==> src/rtl/mem_store_buffer.sv <==
// In-order write-back store buffer in front of one SRAM write port.
// Drains the oldest entry on each granted cycle and forwards the youngest matching queued store to loads.
module mem_store_buffer #(
    parameter int DEPTH = 4,
    parameter int AW    = 32,
    parameter int DW    = 32,
    localparam int PW   = $clog2(DEPTH),
    localparam int CW   = PW + 1
) (
    input  logic          clk_i,
    input  logic          reset_i,
    input  logic          st_valid_i,
    input  logic [AW-1:0] st_addr_i,
    input  logic [DW-1:0] st_data_i,
    output logic          st_ready_o,
    input  logic          port_grant_i,
    output logic          sram_cs_o,
    output logic          sram_we_o,
    output logic          sram_oe_o,
    output logic [AW-1:0] sram_addr_o,
    output logic [DW-1:0] sram_din_o,
    input  logic [AW-1:0] ld_addr_i,
    output logic          ld_hit_o,
    output logic [DW-1:0] ld_data_o,
    output logic [CW-1:0] count_o,
    output logic          empty_o
);

    logic [AW-3:0]    addr_q [DEPTH];
    logic [DW-1:0]    data_q [DEPTH];
    logic [DEPTH-1:0] valid_q, valid_d;
    logic [PW-1:0]    head_q, head_d, tail_q, tail_d;
    logic [CW-1:0]    count_q, count_d;
    logic [PW-1:0]    fwd_idx;
    logic             push, drain;
    logic             unused_addr_lsbs;

    assign unused_addr_lsbs = ^{st_addr_i[1:0], ld_addr_i[1:0]};

    assign empty_o    = (count_q == '0);
    assign st_ready_o = (count_q != CW'(DEPTH));
    assign count_o    = count_q;
    assign push       = st_valid_i && st_ready_o;
    assign drain      = !empty_o && port_grant_i;

    // Strobes follow the drain condition directly so an async reset drops them at once.
    assign sram_cs_o   = drain;
    assign sram_we_o   = drain;
    assign sram_oe_o   = 1'b0;
    assign sram_addr_o = empty_o ? '0 : {addr_q[head_q], 2'b00};
    assign sram_din_o  = empty_o ? '0 : data_q[head_q];

    always_comb begin
        valid_d = valid_q;
        head_d  = head_q;
        tail_d  = tail_q;
        count_d = count_q + CW'(push) - CW'(drain);
        if (push) begin
            valid_d[tail_q] = 1'b1;
            tail_d          = tail_q + 1'b1;
        end
        if (drain) begin
            valid_d[head_q] = 1'b0;
            head_d          = head_q + 1'b1;
        end
    end

    always_ff @(posedge clk_i or posedge reset_i) begin
        if (reset_i) begin
            valid_q <= '0;
            head_q  <= '0;
            tail_q  <= '0;
            count_q <= '0;
        end else begin
            valid_q <= valid_d;
            head_q  <= head_d;
            tail_q  <= tail_d;
            count_q <= count_d;
        end
    end

    always_ff @(posedge clk_i) begin
        if (push) begin
            addr_q[tail_q] <= st_addr_i[AW-1:2];
            data_q[tail_q] <= st_data_i;
        end
    end

    // Walk oldest to youngest so the last match, nearest tail, wins.
    always_comb begin
        ld_hit_o  = 1'b0;
        ld_data_o = '0;
        fwd_idx   = '0;
        for (int k = 0; k < DEPTH; k++) begin
            fwd_idx = head_q + PW'(k);
            if (valid_q[fwd_idx] && (addr_q[fwd_idx] == ld_addr_i[AW-1:2])) begin
                ld_hit_o  = 1'b1;
                ld_data_o = data_q[fwd_idx];
            end
        end
    end

endmodule
==> config.mk <==
export PLATFORM = sky130hd
export DESIGN_NAME = mem_store_buffer
export DESIGN_NICKNAME = d
export VERILOG_FILES = /design/src/rtl/mem_store_buffer.sv
export SDC_FILE = /design/constraint.sdc
export NUM_CORES = 1
export LEC_CHECK = 0
export ABC_AREA = 1
export CORE_ASPECT_RATIO = 0.9
export CORE_MARGIN = 3
export CORE_UTILIZATION = 50
export CTS_CLUSTER_DIAMETER = 200
export DETAILED_ROUTE_END_ITERATION = 6
export GPL_ROUTABILITY_DRIVEN = 0
export PLACE_DENSITY = 0.7
export SYNTH_ARGS = -nofsm -noshare
export SYNTH_HDL_FRONTEND = slang
export SYNTH_SLANG_ARGS = --single-unit
==> constraint.sdc <==
create_clock -name clk_i -period 4.7 [get_ports clk_i]
set_input_delay 0.47 -clock clk_i [delete_from_list [all_inputs] [get_ports clk_i]]
set_output_delay 0.47 -clock clk_i [all_outputs]
set_load 0.02 [all_outputs]
==> run_results.csv <==
group,metric,value,unit
power_and_ir_drop,power.share.clock,0.135,
power_and_ir_drop,p_sw,7759,uW
finish,seqCellArea,7730,sq um
sta,hold_ws,243.7,ps
clocking,cts_tree,"yes",
sta,fmax,218.3,MHz
sta,relSlewSlack,0.2709,
clocking,cts_buffer_depth,3,
yosys,synthCells,2540,
clocking,cts_root_buffer,"clkbuf_16",
yosys,yosysSeqAreaShare,0.4355,
worst_setup_path,cp.arrival,4110,ps
global_route,grt_max_degree,183,
drt,wirelength,55.99,mm
yosys,synth-seq-cells,259,
worst_setup_path,start_kind,"flop",
power_and_ir_drop,p_seq_frac,0.214,
finish,synthToLayoutAreaGrowth,19.34,%
power_and_ir_drop,p_leak,0.01013,uW
worst_hold_path,worstHoldPathType,"input port to asynchronous set/reset pin",
job,cap_violations,0,
clocking,hold_buffers,0,
worst_setup_path,cp.required,4230,ps
floorplanning,fp.dieH,184.7,um
yosys,netlist_area,17730,sq um
finish,fin_cells,3149,
floorplanning,initial_core_util,0.5137,
sta,finClkSkew,10.32,ps
finish,drive_above_1_share,0.03650,
floorplanning,placementRows,64,
finish,n_fill_cell,3098,
clocking,clock_latency,550,ps
placement,dp_hpwl,36.41,mm
yosys,synth-xor-area-share,0.007409,
sta,setup_viol,0,
sta,fin_crit_sh,0.9746,
floorplanning,ioPinCount,205,
sta,finalCriticalPeriod,4581,ps
placement,dp_cells,3086,
yosys,ys.warnings.count,0,
worst_setup_path,regToRegSetupSlack,2190,ps
yosys,ys_types,32,
yosys,syn_area_per_cell,6.981,sq um
placement,place_area,20020,sq um
yosys,synth-compound-area-share,0.1152,
status,status,"completed",
drt,drc,0,
drt,routed_via_density,5.629,
sta,grt_setup_unrepaired,"true",
placement,port_buffers,197,
floorplanning,core,34510,sq um
power_and_ir_drop,irDropWorstVdd,0.0006756,V
worst_setup_path,end_kind,"output port",
power_and_ir_drop,combPwrFrac,0.651,
yosys,synthMuxAreaShare,0,
clocking,clkSlewWorstSetupHoldPaths,60,ps
yosys,yosysTopAreaCell,"edfxtp_1",
sta,final-hold-violation-count,0,
floorplanning,dieArea,37760,sq um
drt,drtIter0Drc,1955,
sta,drv_slew,0,
global_route,antenna_found_initial,4,
global_route,overflow,0,
yosys,yosys.area_share.simple,0.3376,
yosys,synth_fa_ha_area_frac,0.008186,
finish,nets,2775,
global_route,grt_pass1_vias,16325,
drt,drtAntennaViolNets,0,
yosys,synth_top_family_by_area,"simple AND/OR/NAND/NOR gates",
global_route,grt_pass1_wl,84.95,mm
drt,dr_total_vias,17726,
yosys,ys_top_cells_by_area,"edfxtp_1 42%, nand2_1 22%, nand3_1 8.9%, o21ai_0 6.9%, inv_1 5.3%",
drt,first_pass_iters,6,
power_and_ir_drop,power_density,722.3,nW/um^2
worst_setup_path,path_max_fanout,35,
clocking,cts_buffers,29,
power_and_ir_drop,p_int,7525,uW
global_route,track_usage,0.2834,
clocking,h-tree-depth,1,
finish,final_area,21160,sq um
clocking,clock-sinks,259,
power_and_ir_drop,p_sw_frac,0.5076,
yosys,synth_top_area_share,0.4200,
drt,wl_per_cell,17.78,um
sta,tightest_slew,1094,ps
finish,multi_input_area,8376,sq um
floorplanning,die_w,204.5,um
worst_setup_path,crit_type,"flop to output port",
==> Yosys cell counts, drive strengths merged <==
cell	instances
nand2	1021
nand3	314
inv	255
o21ai	253
edfxtp	248
nor2	132
buf	95
o211ai	67
clkbuf	53
a21oi	45
xor2	13
dfrtp	11
ha	10
nor3	5
nand4	4
o22ai	4
a21o	2
xnor2	2
and2	1
clkinv	1
conb	1
fa	1
nand3b	1
o21a	1
==> flip-flops by register name, summed over array words and instances (netlist names) <==
| signal | cells |
|---|---|
| addr_q | 120 |
| count_o | 3 |
| data_q | 128 |
| head_q | 2 |
| tail_q | 2 |
| valid_q | 4 |
==> through the flow <==
step	util	total power [uW]	setup WS, ps	setup TNS (ps)
global placement	0.5802	12670	504.6	0
finish	0.6131	15280	119.2	0
global route	0.6130	16540	-106.6	-226.5
floorplan	-	9928	561.3	0
CTS	0.6054	15000	9.921	0
detailed placement	0.5802	12900	417.5	0
==> timing repair <==
item	4_1_cts	5_1_grt
resized for setup	4	43
endpoints found under the setup margin	32	33
pin swaps	0	2
buffers inserted	0	4
gates cloned	0	5
==> per-layer routing <==
| layer | wire length [um] | share of wire | vias to the layer above | track usage |
|---|---|---|---|---|
| met2 | 25200 | 0.45 | 963 | 0.4642 |
| li1 | - | - | 8562 | - |
| met1 | 22750 | 0.41 | 8039 | 0.3800 |
| met4 | 1907 | 0.034 | 4 | 0.09521 |
| met5 | 27 | 0.00048 | - | 0 |
| met3 | 6111 | 0.11 | 158 | 0.05545 |
==> cell usage in the layout (no fill, tap or decap), types with 5 or more instances in the layout <==
cell type	count
nand2_1	1018
o21ai_1	8
inv_1	252
xor2_1	13
clkinv_1	10
clkbuf_16	33
buf_12	13
buf_4	16
ha_1	9
o211ai_1	67
clkdlybuf4s50_1	167
nor2_4	7
a21oi_1	45
clkbuf_1	6
nor2_1	123
o21ai_0	245
clkinv_2	5
buf_6	6
dlymetal6s2s_1	30
nand3_1	314
edfxtp_1	248
dfrtp_1	9
==> power by group through the flow <==
| stage | logic [uW] | registers (uW) | clock network (uW) |
|---|---|---|---|
| after floorplan | 6630 | 3300 | 0 |
| after global placement | 9380 | 3290 | 0 |
| after detailed placement | 9600 | 3300 | 0 |
| after CTS | 9650 | 3260 | 2090 |
| after global routing | 11000 | 3320 | 2190 |
| final | 9950 | 3270 | 2070 |
==> critical path, cell delays in order (launching register included) <==
cell,delay (ps)
dfrtp_4,510
inv_4,100
ha_4,380
inv_2,90
buf_12,170
nand3_1,90
nand2_1,70
nand2_1,60
o21ai_0,120
nor3_1,200
nand2_1,140
nor2_1,160
nand2_1,110
nor2_4,260
clkbuf_16,260
o211ai_1,100
nand2_1,110
clkdlybuf4s50_1,600
==> layout make-up <==
class,count,area share
multi-input cells,1879,0.3958
flip-flops and latches,259,0.3653
repair buffers,239,0.1254
inverters,256,0.04565
clock buffers,35,0.03536
well taps,462,0.02732
clock inverters,17,0.004908
diodes,2,0.0002365
==> worst paths after layout <==
check / start / to / cells after the start
min reg2reg: valid_q[2] / valid_q[2] / 2
max: head_q[0] / ld_data_o[19] / 17
min in group clk_i: st_data_i[14] / data_q[1][14] / 1
min: reset_i / tail_q[0] / 2
max in group asynchronous: reset_i / head_q[0] / 2
max reg2reg: count_o[1] / count_o[2] / 8
==> cells by family (layout without fill, tap and decap cells) <==
| kind of cell | count (synthesis) | count (layout) |
|---|---|---|
| other | 1 | 5 |
| DFF | 259 | 259 |
| and+or+nand+nor | 1478 | 1478 |
| xor gates and xnor gates | 15 | 15 |
| buffers and inverters | 404 | 547 |
| adders and majority gates | 11 | 11 |
| AOI/OAI and AO/OA | 372 | 372 |
(Power assumes the default switching activity.)
